--- src/rtl/axis_elastic_fifo.sv ---
// rtl/axis_elastic_fifo.sv - DEPTH-entry AXI-Stream elastic FIFO with packet-boundary tracking
//
// Ports:
//   clk, rst              single clock, synchronous active-high reset
//   s_valid/s_ready       upstream handshake; s_data/s_last carry the beat
//   m_valid/m_ready       downstream handshake; m_data/m_last show the head entry
//   level                 number of stored entries
//   almost_full           registered, level >= AFULL_THRESH
//   pkt_count             stored entries whose last flag is set
module axis_elastic_fifo #(
    parameter int DATA_W       = 32,
    parameter int DEPTH        = 4,
    parameter int AFULL_THRESH = 3
) (
    input  logic                       clk,
    input  logic                       rst,
    input  logic                       s_valid,
    output logic                       s_ready,
    input  logic [DATA_W-1:0]          s_data,
    input  logic                       s_last,
    output logic                       m_valid,
    input  logic                       m_ready,
    output logic [DATA_W-1:0]          m_data,
    output logic                       m_last,
    output logic [$clog2(DEPTH+1)-1:0] level,
    output logic                       almost_full,
    output logic [$clog2(DEPTH+1)-1:0] pkt_count
);

    localparam int PTR_W = $clog2(DEPTH);
    localparam int LVL_W = $clog2(DEPTH+1);
    localparam logic [LVL_W-1:0] FULL_LVL  = LVL_W'(DEPTH);
    localparam logic [LVL_W-1:0] AFULL_LVL = LVL_W'(AFULL_THRESH);

    logic [DATA_W-1:0] mem_data [DEPTH];
    logic              mem_last [DEPTH];
    logic [PTR_W-1:0]  wr_ptr;
    logic [PTR_W-1:0]  rd_ptr;
    logic [LVL_W-1:0]  level_next;
    logic [LVL_W-1:0]  pkt_next;
    logic              push;
    logic              pop;

    // Both ready and valid come from registered level only, so the two
    // sides never see each other's handshake combinationally.
    assign s_ready = (level != FULL_LVL);
    assign m_valid = (level != '0);
    assign m_data  = mem_data[rd_ptr];
    assign m_last  = mem_last[rd_ptr];

    assign push = s_valid & s_ready;
    assign pop  = m_valid & m_ready;

    always_comb begin
        level_next = level;
        case ({push, pop})
            2'b10:   level_next = level + LVL_W'(1);
            2'b01:   level_next = level - LVL_W'(1);
            default: level_next = level;
        endcase
    end

    always_comb begin
        pkt_next = pkt_count;
        case ({push & s_last, pop & m_last})
            2'b10:   pkt_next = pkt_count + LVL_W'(1);
            2'b01:   pkt_next = pkt_count - LVL_W'(1);
            default: pkt_next = pkt_count;
        endcase
    end

    // Storage needs no reset; entries are only observed while counted in level.
    always_ff @(posedge clk) begin
        if (push) begin
            mem_data[wr_ptr] <= s_data;
            mem_last[wr_ptr] <= s_last;
        end
    end

    // Pointers are exactly log2(DEPTH) bits so they wrap for free.
    always_ff @(posedge clk) begin
        if (rst) begin
            wr_ptr      <= '0;
            rd_ptr      <= '0;
            level       <= '0;
            pkt_count   <= '0;
            almost_full <= 1'b0;
        end else begin
            if (push) wr_ptr <= wr_ptr + PTR_W'(1);
            if (pop)  rd_ptr <= rd_ptr + PTR_W'(1);
            level       <= level_next;
            pkt_count   <= pkt_next;
            almost_full <= (level_next >= AFULL_LVL);
        end
    end

endmodule

--- config.mk ---
export PLATFORM = sky130hd
export DESIGN_NAME = axis_elastic_fifo
export DESIGN_NICKNAME = d
export VERILOG_FILES = /design/src/rtl/axis_elastic_fifo.sv
export SDC_FILE = /design/constraint.sdc
export NUM_CORES = 1
export LEC_CHECK = 0
export ABC_AREA = 1
export CAP_MARGIN = 20
export CORE_MARGIN = 2
export CORE_UTILIZATION = 55
export DETAILED_ROUTE_END_ITERATION = 10
export DONT_BUFFER_PORTS = 1
export PLACE_DENSITY = 0.72
export SETUP_SLACK_MARGIN = 0.05
export SLEW_MARGIN = 10
export SYNTH_ARGS = -nofsm -noshare
export SYNTH_HDL_FRONTEND = slang
export SYNTH_SLANG_ARGS = --single-unit
--- constraint.sdc ---
create_clock -name clk -period 6.3 [get_ports clk]
set_input_delay 1.26 -clock clk [delete_from_list [all_inputs] [get_ports clk]]
set_output_delay 1.26 -clock clk [all_outputs]
set_load 0.05 [all_outputs]
Word level (Yosys, flattened, before mapping)
Memories as Yosys holds them, arrays and structs flattened. A register that Yosys moved wholly into a read port is not among the register bits. Cells that the tools add are included.

Bits in registers: 11. Bits in writable memories: 132. Input bits: 37. Output and inout bits: 42. Logic and storage cells: 33. Memories: 2.

Memories: mem_data (words 4, bits a word 32, rd ports 1, clocked after Yosys merged registers in 1, wr ports 1, line 35) `logic [DATA_W-1:0] mem_data [DEPTH];`; mem_last (words 4, bits a word 1, rd ports 1, clocked after Yosys merged registers in 1, wr ports 1, line 36) `logic mem_last [DEPTH];`.

Add/subtract/negate cells: 6. Order comparisons: 1. Equal/unequal tests: 5. Muxes and demuxes: 8. Bitwise operators: 4. Reductions and logical operators: 2.

Operators with widths (count): $pmux 3 s2 (2); $mux 2 (4); $add 3x1->3 const B (2); $sub 3x1->3 const B (2); $add 2x1->2 const B (2); $and 1x1->1 (4); $eq 2x1->1 const B (2); $eq 2x2->1 const B (2); $ge 3x2->1 const B (1); $ne 3x3->1 const B (1); $reduce_bool 3->1 (1); $mux 1 (2); $reduce_bool 2->1 (1).

Depth between registers and ports, before layout
Depth after elaboration: 5. Depth in mapped cells: 14. Depth with buffers taken out: 13.

Least setup slack after synthesis
Ideal clock, no wire load.

Path kind: in2reg. Start point: input port s_valid. End point: memory mem_data[0][0], enable pin. Library setup time: 423 ps. Data arrival time: 2740 ps. Required time: 5877 ps. Path slack: 3137 ps. Stages: 2. Path buffers: 0. Path through: nand2_4 nor2_1.

Word-level cells in the longest chain between the ends: 3.

RTL lines: start, declared (line 17) `input logic s_valid,`; $and 1x1->1 (line 51) `assign push = s_valid & s_ready;`; $mux 1 (line 74) `if (push) begin`; $mux 1 (not written as such) (line 75) `mem_data[wr_ptr] <= s_data;`; end, declared (line 35).

Every way passes these cells.

==> run metrics <==
hold slack final=0.4964 ns; mapped cell area=5608 sq um; Fin Setup TNS=0 ns; peak supply drop=0.3038 mV; post-synthesis sequential area ratio=0.7532; worst min path class=reg -> reg; status=completed; Fill cells=735; die height=105.0 um; CP endpoint=m_data[1]; post-synth top area share=0.7068; crit path capture type=output port; Sink Count=145; synth-to-layout area growth=13.03%; R2R depth=9; Rows=36; Gates resized, CTS repair=0; ratio of cells with drive above 1 in the final layout=0.1103; top cells by area, synth=edfxtp_1 (71%), nor2_1 (5.4%), dfxtp_1 (4.6%); Worst-path clk slew=0.06 ns; die area=11020 sq um; largest area contributor in the netlist=edfxtp_1; per-cell routed wire length=17.94 um; vias in the first global route=3167; Final GP Congestion=0.7467; drt pass-1 iters=4; Cells after Synth=416; stages on the worst setup path=5; Synth Flop Type=edfxtp_1; slowest cell delay on critical path=0.89 ns; Skew-Pair Late Insertion Delay=0.51 ns; Setup violations, final=0; Placed Instances=531; Core Box Area=9819 sq um; CP max stage cell=o22ai_1; syn_area_per_cell=13.48 sq um; Critical Path RT=5.04 ns; synth warn=0; first-pass GRT wire length=16230 um; Least-Margin Pin Slew=1.158 ns; Initial DRC Count=196; max-cap violations=0; CP delay by family, top=buffers and inverters; final wirelength=10190 um; crit path time final=4.098 ns; pwr/cell area=485.3 nW/um^2; global route overflow=0; syn nets=461; area post-placement=5670 sq um; RSZ-0062 raised after global routing=false; Startpoint Class=flop; worst-case clock buffer depth=2; max_slew headroom=0.2391; IO Port Bufs=0; crit share post-route=0.6505; diode count=0; post-layout worst setup margin=2.202 ns; H-tree depth=4; reg2reg end=pkt_count[1]; Pleak=2.166 nW; initial core utilization=0.5711; Nets=467; EDFF count, synth=132; crit path kind=reg -> out; hpwl dp=5603 um; Detail Route Antenna Nets=0; Final Instance Area=6339 sq um; Root Buffer=clkbuf_8; Post-route DRC=0; worst-path cell chain=buf_4, inv_2, buf_12, o21ai_0, o22ai_1; via count=3165; initial antenna violation count=0; skew final=0.008395 ns; Synth async-reset ratio=0; cts hold-fix bufs=0; GRT Util Overall=0.1952; Setup Fix Bufs, Post-CTS=0; CP Max Fanout=67; fmax=0.2440 GHz; top-level I/O count=79; Yosys reg bits=145; Yosys cell types=23; Place WS=2.367 ns; Non-Filler Instances=568; final hold viol count=0; Worst Path Arrival=2.84 ns; DR vias/cell=5.572; Buf/Inv on CP=3; Pins Over Slew Limit=0; largest net degree at the start of global routing=68; die width=105.0 um; CTS tree=done; cts bufs inserted=17; flop-to-flop setup slack=3.55 ns
cells in the final DEF, fill, tap and decap left out:
| cell type | n |
|---|---|
| inv_2 | 2 |
| inv_1 | 22 |
| clkinv_1 | 1 |
| nand3_1 | 8 |
| clkbuf_16 | 16 |
| edfxtp_1 | 132 |
| buf_4 | 3 |
| ha_1 | 6 |
| nand2_2 | 2 |
| o21ai_1 | 20 |
| fa_1 | 2 |
| o21ai_0 | 49 |
| clkinvlp_4 | 4 |
| dfxtp_1 | 12 |
| buf_12 | 3 |
| clkinv_4 | 3 |
| nor2_2 | 1 |
| nand2_4 | 1 |
| xnor2_1 | 1 |
| clkbuf_1 | 1 |
| nor2_1 | 76 |
| nor2_4 | 4 |
| inv_6 | 4 |
| clkbuf_8 | 1 |
| bufinv_16 | 2 |
| a21oi_1 | 6 |
| buf_16 | 1 |
| dfxtp_2 | 1 |
| o22ai_1 | 32 |
| nand2_1 | 18 |
| nand4_1 | 1 |
per-layer routing:
metal  wire, um  global-route usage  vias up
met5          0                   0        -
met4        169             0.07048        0
met3        780             0.08359       14
met2       4907              0.3089       93
met1       4331              0.2408     1533
li1           -                   -     1525
power breakdown:
part	internal, W	total [W]	switching, W
registers	0.00115	0.00125	0.0000977
clock network	0.000568	0.000953	0.000385
logic	0.000153	0.000872	0.000719
total	0.00187	0.00308	0.00120
worst min-delay path by stage:
stage,slack (ns),depth (start not counted),start,endpoint
final,0.50,2,wr_ptr[0],wr_ptr[0]
after global routing,0.52,2,wr_ptr[0],wr_ptr[0]
after CTS,0.50,2,rd_ptr[1],rd_ptr[1]
after detailed placement,0.49,2,rd_ptr[1],rd_ptr[1]
after global placement,0.49,2,wr_ptr[1],wr_ptr[1]
after floorplan,0.46,2,rd_ptr[1],flop
worst register-to-register path, stage by stage, from the launching register on:
cell,delay (ns)
dfxtp_2,0.31
buf_4,0.52
inv_2,0.35
buf_12,0.28
o21ai_1,0.24
a21oi_1,0.10
ha_1,0.22
inv_1,0.09
fa_1,0.42
a21oi_1,0.16
sequential cells by signal, indices dropped and copies added, names as in the netlist, named ones only:
register / count
rd_ptr: 2
pkt_count: 3
mem_data: 128
almost_full: 1
mem_last: 4
wr_ptr: 2
level: 3
stage by stage:
stage	total power [W]	utilization
after floorplan	0.002035	-
after global placement	0.002105	0.5775
after detailed placement	0.002125	0.5775
after CTS	0.003071	0.6358
after global routing	0.003210	0.6455
final	0.003076	0.6455
cell usage after synthesis (2+ instances only):
master	number
a21oi_1	6
buf_2	7
buf_4	3
buf_6	7
clkbuf_2	2
dfxtp_1	13
edfxtp_1	132
fa_1	2
ha_1	6
inv_1	22
inv_2	2
nand2_1	18
nand2_2	2
nand3_1	8
nor2_1	80
o21ai_0	49
o21ai_1	20
o22ai_1	32
final cells by class:
class | count | area [sq um] | share of cell area
clock inverters | 14 | 155.1 | 0.02448
flip-flops and latches | 145 | 4225 | 0.6666
clock buffers | 18 | 417.9 | 0.06593
well taps | 133 | 166.4 | 0.02625
repair buffers | 7 | 110.1 | 0.01737
multi-input cells | 227 | 1174 | 0.1852
inverters | 24 | 90.09 | 0.01421
cells by family after synthesis:
logic type	count (synthesis)	synth area share
flops	145	0.7532
compound gates	107	0.1026
fa+ha+maj	8	0.02053
xor+xnor	1	0.001562
simple gates	111	0.07921
buf+inv	44	0.04284
Power figures use the tool's default switching activity.
